[src/rtl/rs_issue_scheduler_pkg.sv]
// Shared sizing constants and slicing helpers for the issue scheduler
// and the issue queue that owns operands and payload.
package rs_issue_scheduler_pkg;

  localparam int RS_SIZE  = 64;
  localparam int IDX_W    = 6;
  localparam int FU_ARRAY = 3;
  localparam int FU_SIZE  = 2;

  typedef logic [IDX_W-1:0]   idx_t;
  typedef logic [FU_SIZE-1:0] fu_t;

  typedef logic [RS_SIZE*FU_SIZE-1:0] entry_fu_vec_t;
  typedef logic [FU_ARRAY*IDX_W-1:0]  grant_idx_vec_t;

  function automatic fu_t entry_fu(
    input entry_fu_vec_t v,
    input int            i
  );
    return v[i*FU_SIZE +: FU_SIZE];
  endfunction

  function automatic idx_t grant_idx(
    input grant_idx_vec_t v,
    input int             f
  );
    return v[f*IDX_W +: IDX_W];
  endfunction

endpackage

[src/rtl/rs_issue_scheduler_rr_picker.sv]
// Rotating-priority picker: first set request at or above start,
// wrapping from N-1 back to 0.
module rr_picker #(
  parameter int N = 64,
  parameter int W = 6
) (
  input  logic [N-1:0] req,
  input  logic [W-1:0] start,
  output logic         found,
  output logic [W-1:0] idx
);

  localparam int PW = W + 1;

  logic [PW-1:0] pos;

  // Scan from the far end so the nearest hit is assigned last.
  always_comb begin
    found = 1'b0;
    idx   = '0;
    pos   = '0;
    for (int k = N - 1; k >= 0; k--) begin
      pos = {1'b0, start} + PW'(k);
      if (pos >= PW'(N)) pos = pos - PW'(N);
      if (req[pos[W-1:0]]) begin
        found = 1'b1;
        idx   = pos[W-1:0];
      end
    end
  end

endmodule

[src/rtl/rs_issue_scheduler.sv]
// Slot allocator and per-FU rotating-priority issue arbiter
// for the unified issue queue.
module rs_issue_scheduler #(
  parameter int RS_SIZE  = rs_issue_scheduler_pkg::RS_SIZE,
  parameter int IDX_W    = rs_issue_scheduler_pkg::IDX_W,
  parameter int FU_ARRAY = rs_issue_scheduler_pkg::FU_ARRAY,
  parameter int FU_SIZE  = rs_issue_scheduler_pkg::FU_SIZE
) (
  input  logic                      clk,
  input  logic                      rst,
  input  logic                      flush_in,
  input  logic                      dispatch_valid_in,
  output logic                      dispatch_ready_out,
  output logic [IDX_W-1:0]          alloc_idx_out,
  output logic [FU_SIZE-1:0]        alloc_fu_out,
  input  logic [RS_SIZE-1:0]        ready_vec_in,
  input  logic [RS_SIZE*FU_SIZE-1:0] entry_fu_in,
  input  logic [FU_ARRAY-1:0]       fu_ready_in,
  output logic [FU_ARRAY-1:0]       grant_valid_out,
  output logic [FU_ARRAY*IDX_W-1:0] grant_idx_out,
  output logic [IDX_W:0]            occupancy_out,
  output logic                      full_out,
  output logic                      empty_out
);

  import rs_issue_scheduler_pkg::*;

  localparam int OW = IDX_W + 1;

  logic [RS_SIZE-1:0]                valid;
  logic [FU_ARRAY-1:0][IDX_W-1:0]    rr_ptr;
  logic [FU_SIZE-1:0]                fu_rr;
  logic [OW-1:0]                     occ;
  logic [FU_ARRAY-1:0]               grant_q;
  logic [FU_ARRAY-1:0][IDX_W-1:0]    grant_idx_q;

  logic [FU_ARRAY-1:0][RS_SIZE-1:0]  cand;
  logic [FU_ARRAY-1:0]               pick_found;
  logic [FU_ARRAY-1:0][IDX_W-1:0]    pick_idx;
  logic [FU_ARRAY-1:0][IDX_W-1:0]    ptr_next;

  logic [IDX_W-1:0]   free_idx;
  logic               full;
  logic               accept;
  logic [RS_SIZE-1:0] set_mask;
  logic [RS_SIZE-1:0] clr_mask;
  logic [OW-1:0]      n_grant;
  logic [OW-1:0]      occ_next;
  logic [FU_SIZE-1:0] fu_rr_next;

  always_comb begin
    cand = '0;
    for (int f = 0; f < FU_ARRAY; f++) begin
      for (int i = 0; i < RS_SIZE; i++) begin
        cand[f][i] = valid[i] & ready_vec_in[i] & fu_ready_in[f]
                   & (entry_fu(entry_fu_in, i) == FU_SIZE'(f));
      end
    end
  end

  for (genvar g = 0; g < FU_ARRAY; g++) begin : g_pick
    rr_picker #(
      .N (RS_SIZE),
      .W (IDX_W)
    ) u_pick (
      .req   (cand[g]),
      .start (rr_ptr[g]),
      .found (pick_found[g]),
      .idx   (pick_idx[g])
    );
  end

  // Lowest free slot; falls back to 0 when the queue is full.
  always_comb begin
    free_idx = '0;
    for (int i = RS_SIZE - 1; i >= 0; i--) begin
      if (!valid[i]) free_idx = IDX_W'(i);
    end
  end

  assign full   = (occ == OW'(RS_SIZE));
  assign accept = dispatch_valid_in & ~full & ~flush_in;

  always_comb begin
    set_mask = '0;
    if (accept) set_mask[free_idx] = 1'b1;
  end

  always_comb begin
    clr_mask = '0;
    n_grant  = '0;
    ptr_next = rr_ptr;
    for (int f = 0; f < FU_ARRAY; f++) begin
      if (pick_found[f]) begin
        clr_mask[pick_idx[f]] = 1'b1;
        n_grant     = n_grant + OW'(1);
        ptr_next[f] = (pick_idx[f] == IDX_W'(RS_SIZE - 1))
                    ? '0 : pick_idx[f] + IDX_W'(1);
      end
    end
  end

  assign occ_next = occ + OW'(accept) - n_grant;

  assign fu_rr_next = (fu_rr == FU_SIZE'(FU_ARRAY - 1))
                    ? '0 : fu_rr + FU_SIZE'(1);

  always_ff @(posedge clk) begin
    if (rst) begin
      valid       <= '0;
      rr_ptr      <= '0;
      fu_rr       <= '0;
      occ         <= '0;
      grant_q     <= '0;
      grant_idx_q <= '0;
    end else if (flush_in) begin
      valid   <= '0;
      occ     <= '0;
      grant_q <= '0;
    end else begin
      valid   <= (valid & ~clr_mask) | set_mask;
      occ     <= occ_next;
      grant_q <= pick_found;
      rr_ptr  <= ptr_next;
      if (accept) fu_rr <= fu_rr_next;
      for (int f = 0; f < FU_ARRAY; f++) begin
        if (pick_found[f]) grant_idx_q[f] <= pick_idx[f];
      end
    end
  end

  assign dispatch_ready_out = ~full;
  assign alloc_idx_out      = free_idx;
  assign alloc_fu_out       = fu_rr;
  assign grant_valid_out    = grant_q;
  assign grant_idx_out      = grant_idx_q;
  assign occupancy_out      = occ;
  assign full_out           = full;
  assign empty_out          = (occ == '0);

endmodule

[config.mk]
export PLATFORM = sky130hd
export DESIGN_NAME = rs_issue_scheduler
export DESIGN_NICKNAME = d
export VERILOG_FILES = /design/src/rtl/rs_issue_scheduler_pkg.sv /design/src/rtl/rs_issue_scheduler_rr_picker.sv /design/src/rtl/rs_issue_scheduler.sv
export SDC_FILE = /design/constraint.sdc
export NUM_CORES = 2
export LEC_CHECK = 0
export ABC_AREA = 1
export BUFFER_PORTS_ARGS = -buffer_cell sky130_fd_sc_hd__clkbuf_2
export CORE_ASPECT_RATIO = 0.7
export CORE_MARGIN = 5
export CORE_UTILIZATION = 30
export DETAILED_ROUTE_END_ITERATION = 6
export GPL_ROUTABILITY_DRIVEN = 0
export PLACE_DENSITY = 0.51
export SLEW_MARGIN = 30
export SYNTH_ARGS = -nofsm -noshare
export SYNTH_HDL_FRONTEND = slang
export SYNTH_HIERARCHICAL = 1
export SYNTH_SLANG_ARGS = --single-unit
[constraint.sdc]
create_clock -name clk -period 22.3 [get_ports clk]
set_input_delay 3.345 -clock clk [delete_from_list [all_inputs] [get_ports clk]]
set_output_delay 3.345 -clock clk [all_outputs]
set_load 0.02 [all_outputs]
[After elaboration in Yosys (flattened, before gate mapping)]
Index checks and enable logic that the tools add are counted.
Word-level totals
  bits in latches: 0
  register bits: 112
  memories kept: 0
  output and inout port bits: 39
  bits of input ports: 199
  memory bits (writable): 0
  memory bits (read-only): 0
  word-level logic and storage cells: 2498
Cells by class
  equality and inequality tests: 133
  $lt $le $gt $ge: 392
  shift-type cells: 0
  add/sub/neg operators: 389
  div/mod/pow operators: 0
  bitwise gates (word level): 457
  multiply operators: 0
  mux-type cells: 1043
  reduce and logical (&&, ||, !) cells: 74
Operator list (count)
  $mux 6: 451
  $lt 6x7->1 const B: 196
  $ge 7x7->1 const B: 189
  $bmux 1 s6: 192
  $sub 6x1->6 const B: 192
  $add 6x6->7 const B: 96
  $and 1x1->1: 450
  $mux 1: 389
  $add 6x5->7 const B: 48
  $mux 64: 4
  $or 64x64->64: 3
  $add 6x4->7 const B: 24
  $eq 2x2->1 const B: 65
  $eq 2x1->1 const B: 64
  $logic_not 2->1: 64
  $add 6x3->7 const B: 12
  $and 64x64->64: 1
  $not 64->64: 1
  $add 6x2->7 const B: 6
  $demux 1 s6: 4
  $ge 6x1->1 const B: 4
  $add 6x1->7 const B: 3
  $ge 6x7->1 const B: 3
  $add 6x1->6 const B: 3
  13 further kinds: 24

[Depth between registers and ports, before layout]
  word-level depth: 81
  mapped depth: 101
  mapped depth without buffers: 92

[By module]
Netlist, hierarchy kept.
By module, submodules not included
  rr_picker: cells each 2192, times used 3, area each 10156.0 um2, seq. area each 0.0 um2
  rs_issue_scheduler: cells each 1338, times used 1, area each 8270.4 um2, seq. area each 2242.2 um2

[Worst setup path before layout]
OpenSTA, ideal clock, no wires.
  path type: input -> register
  start point: in fu_ready_in[2]
  end point: reg valid[13]
  slack: 12.669 ns
  data arrival time: 9.499 ns
  stages on the path: 81
  path buffers: 3
  path through: clkbuf_1 > inv_1 > clkbuf_1 > nor4_1 > nand2_1 > nand3_1 > nand2_1 > nor2_1 > a31oi_1 > nand2_1 > nand2_1 > nand2_1 > nand2_1 > inv_1 > nand2_1 > and2_4 > buf_6 > nand2_1 > [45 not listed] > nand2_1 > nand2_1 > nand2_1 > nand2_1 > nand2_1 > nand2_1 > nand2_1 > nand2_1 > nand2_1 > nand2_1 > nand2_1 > nand2_1 > a21oi_1 > inv_1 > nor4_1 > a21boi_0 > o221ai_1 > a21oi_1
RTL lines
  start: declaration: line rs_issue_scheduler.sv:18  | input logic [FU_ARRAY-1:0] fu_ready_in,
  end signal: assignment: line rs_issue_scheduler.sv:121  | valid <= (valid & ~clr_mask) | set_mask;
  end: declaration: line rs_issue_scheduler.sv:30  | logic [RS_SIZE-1:0] valid;

==> flow_metrics.py <==
metrics = {
    "setup_path": {
        "crit_top_cell": "nand2_1",
        "cpMaxStageDelayCell": "nor3_2",
        "cp_max_fo": 52,
        "crit_start": "fu_ready_in[2]",
        "rr_startpoint": "rr_ptr[6]",
        "slowest_delay_ns": 0.97,
        "cpLargestDelayFamily": "simple AND/OR/NAND/NOR gates",
        "worstSetupEndpointType": "register",
        "cp.required_ns": 22.54,
        "critPathBufInv": 5,
        "start_kind": "primary input",
        "path_class": "primary input to register",
        "worstPathArrival_ns": 12.90,
    },
    "synthesis": {
        "ys_top_cells_by_area": "nand2_1 (28%), nand3_1 (16%), a21oi_1 (9.0%), inv_1 (7.2%), o21ai_0 (6.4%)",
        "syn_nets": 8177,
        "synth_top_area_cell": "nand2_1",
        "syn_area_um2": 38740,
        "synth_top_area_frac": 0.2788,
        "synth_cells": 7914,
        "synth-seq-area-share": 0.05788,
        "ys_ff_latch": 112,
        "ys_types": 59,
        "yosysWarnings": 6,
        "avgSynthCellArea_um2": 4.895,
    },
    "final_layout": {
        "finalNetCount": 8106,
        "most-common-layout-cells": "nand2_1 (2876), nand3_1 (1269), inv_1 (740), a21oi_1 (698), o21ai_0 (491)",
        "drive_gt1_frac": 0.07926,
        "final_common_cell": "nand2_1",
        "area_growth_pct": 6.770,
        "final_area_um2": 41360,
        "fillers": 14850,
    },
    "sta": {
        "rsz0062_at_grt": "false",
        "clock_skew_ns": 0.01251,
        "fin_crit_ns": 12.65,
        "setup_tns_ns": 0,
        "relSlewSlack": 0.1785,
        "fmax_mhz": 79.03,
        "drv_slew": 0,
        "tightest_slew_ns": 1.221,
        "fin_crit_sh": 0.5674,
        "timing.final.ws_setup_ns": 9.647,
        "finalSetupViolCount": 0,
        "finalHoldViolCount": 0,
    },
    "detailed_routing": {
        "detail_route.wl_per_cell_um": 25.03,
        "num_vias": 58250,
        "drt_wl_total_mm": 240.5,
        "drc": 75,
        "drt_iter0_drc": 10510,
        "viasPerCell": 6.062,
        "firstDrtPassIters": 7,
        "ant_nets": 0,
    },
    "grt": {
        "grt_max_degree": 77,
        "grt_usage": 0.3275,
        "grt_pass1_wl_mm": 338.5,
        "antenna_found_initial": 27,
        "overflow": 0,
        "grt_pass1_vias": 49270,
    },
    "placement": {
        "hpwl_mm": 188.4,
        "dp_slack_ns": 9.860,
        "port-buffer-count": 237,
        "post_dp_cell_area_um2": 40900,
    },
    "worst_hold_path": {
        "holdCritPathClass": "register to register",
        "hold_start": "grant_idx_out[12]",
    },
    "die": {
        "start_util": 0.3017,
        "rows": 110,
        "die_x_um": 439.5,
        "fp.coreArea_um2": 128400,
        "io_pins": 238,
        "die_area_um2": 136500,
        "die_h_um": 310.7,
    },
    "cts": {
        "cts_root_buffer": "clkbuf_16",
        "cts_sinks": 112,
        "clk-insertion-delay-late_ns": 0.40,
        "cts_max_level": 3,
        "cts_tree": "done",
        "cts_hold_buffers": 0,
        "cts_resized": 0,
        "numCtsBuffers": 9,
        "postCtsSetupRepairBufs": 0,
        "clk_path_buf_depth": 2,
        "clk_pin_slew_worst_paths_ns": 0.09,
    },
    "run_status": {
        "violations": "DRC",
        "run_status": "finished, violations left",
    },
    "job": {
        "max-cap-violations": 0,
    },
}
cells in the mapped netlist, drive strengths merged:
cell	number
mux2i	6
o221ai	29
or3	1
ha	63
fa	1
nor3b	5
o21bai	7
o21ai	560
nand4	70
a31oi	76
or2	16
o22ai	27
o211ai	44
o31ai	7
xor2	108
dfxtp	112
nor2	305
xnor2	7
a311oi	1
nand3	1272
clkinv	10
o2111ai	3
o311ai	1
a21oi	701
inv	796
buf	249
nand3b	3
a221oi	1
and2	3
o21a	33
nor3	127
clkbuf	188
a21boi	25
nand2	2928
a31o	16
nor4	106
a211oi	3
o211a	1
a21o	3
routing by layer:
layer / wire [um] / track usage / vias up / share of wire
met2: 89900 / 0.4379 / 5151 / 0.37
li1: - / - / 26100 / -
met4: 19210 / 0.2051 / 4 / 0.080
met3: 42800 / 0.1363 / 1036 / 0.18
met1: 88500 / 0.4283 / 25950 / 0.37
met5: 98 / 0.004558 / - / 0.00041
cells by family (layout without fill, tap and decap cells):
family          after synthesis  in the layout  synth area share
fa+ha+maj                    64             64           0.02087
xor+xnor                    115            115           0.02949
buf+inv                    1243           1177            0.1378
compound gates             1538           1538            0.2181
mux                           6              6          0.001550
simple gates               4836           4836            0.5344
flops                       112            112           0.05788
other cells                   0             25                 0
cell type report:
type	instances	area [um^2]	area share
Tap cell	1736	2172	0.05252
Timing Repair Buffer	355	2072	0.05010
Sequential cell	112	2253	0.05448
Multi-Input combinational cell	6559	31470	0.7607
Clock inverter	6	60.06	0.001452
Clock buffer	10	239.0	0.005778
Antenna cell	25	62.56	0.001513
Inverter	806	3037	0.07342
worst reg2reg max path, delay by kind of cell, from the launching register on:
| family | cells | cell delay (ns) |
|---|---|---|
| DFF | 1 | 0.57 |
| and+or+nand+nor | 73 | 5.95 |
| AOI/OAI and AO/OA | 8 | 1.41 |
| buffers and inverters | 6 | 2.81 |
| adders and majority gates | 1 | 0.49 |
flip-flops by register name (all words and copies together), names as in the netlist:
signal           count
valid               64
alloc_fu_out         2
rr_ptr              18
grant_valid_out      3
occupancy_out        7
grant_idx_out       18
per-stage QoR:
stage,utilization,hold slack [ns],std cells
2_1_floorplan,-,0.4420,7914
3_3_place_gp,0.3172,0.4679,9568
3_5_place_dp,0.3185,0.4685,9568
4_1_cts,0.3209,0.4842,9584
5_1_grt,0.3221,0.5234,9608
6_report,0.3221,0.4934,9609
final timing paths:
path / slack, ns / endpoint / cells past startpoint
max: 9.65 / valid[51] / 79
min reg2reg: 0.49 / grant_idx_out[12] / 2
max reg2reg: 10.93 / valid[19] / 88
min: 0.49 / grant_idx_out[12] / 2
Power is left out: the tool's default activity adds up to more than one toggle a clock period on the data nets, which glitch-free logic cannot reach.
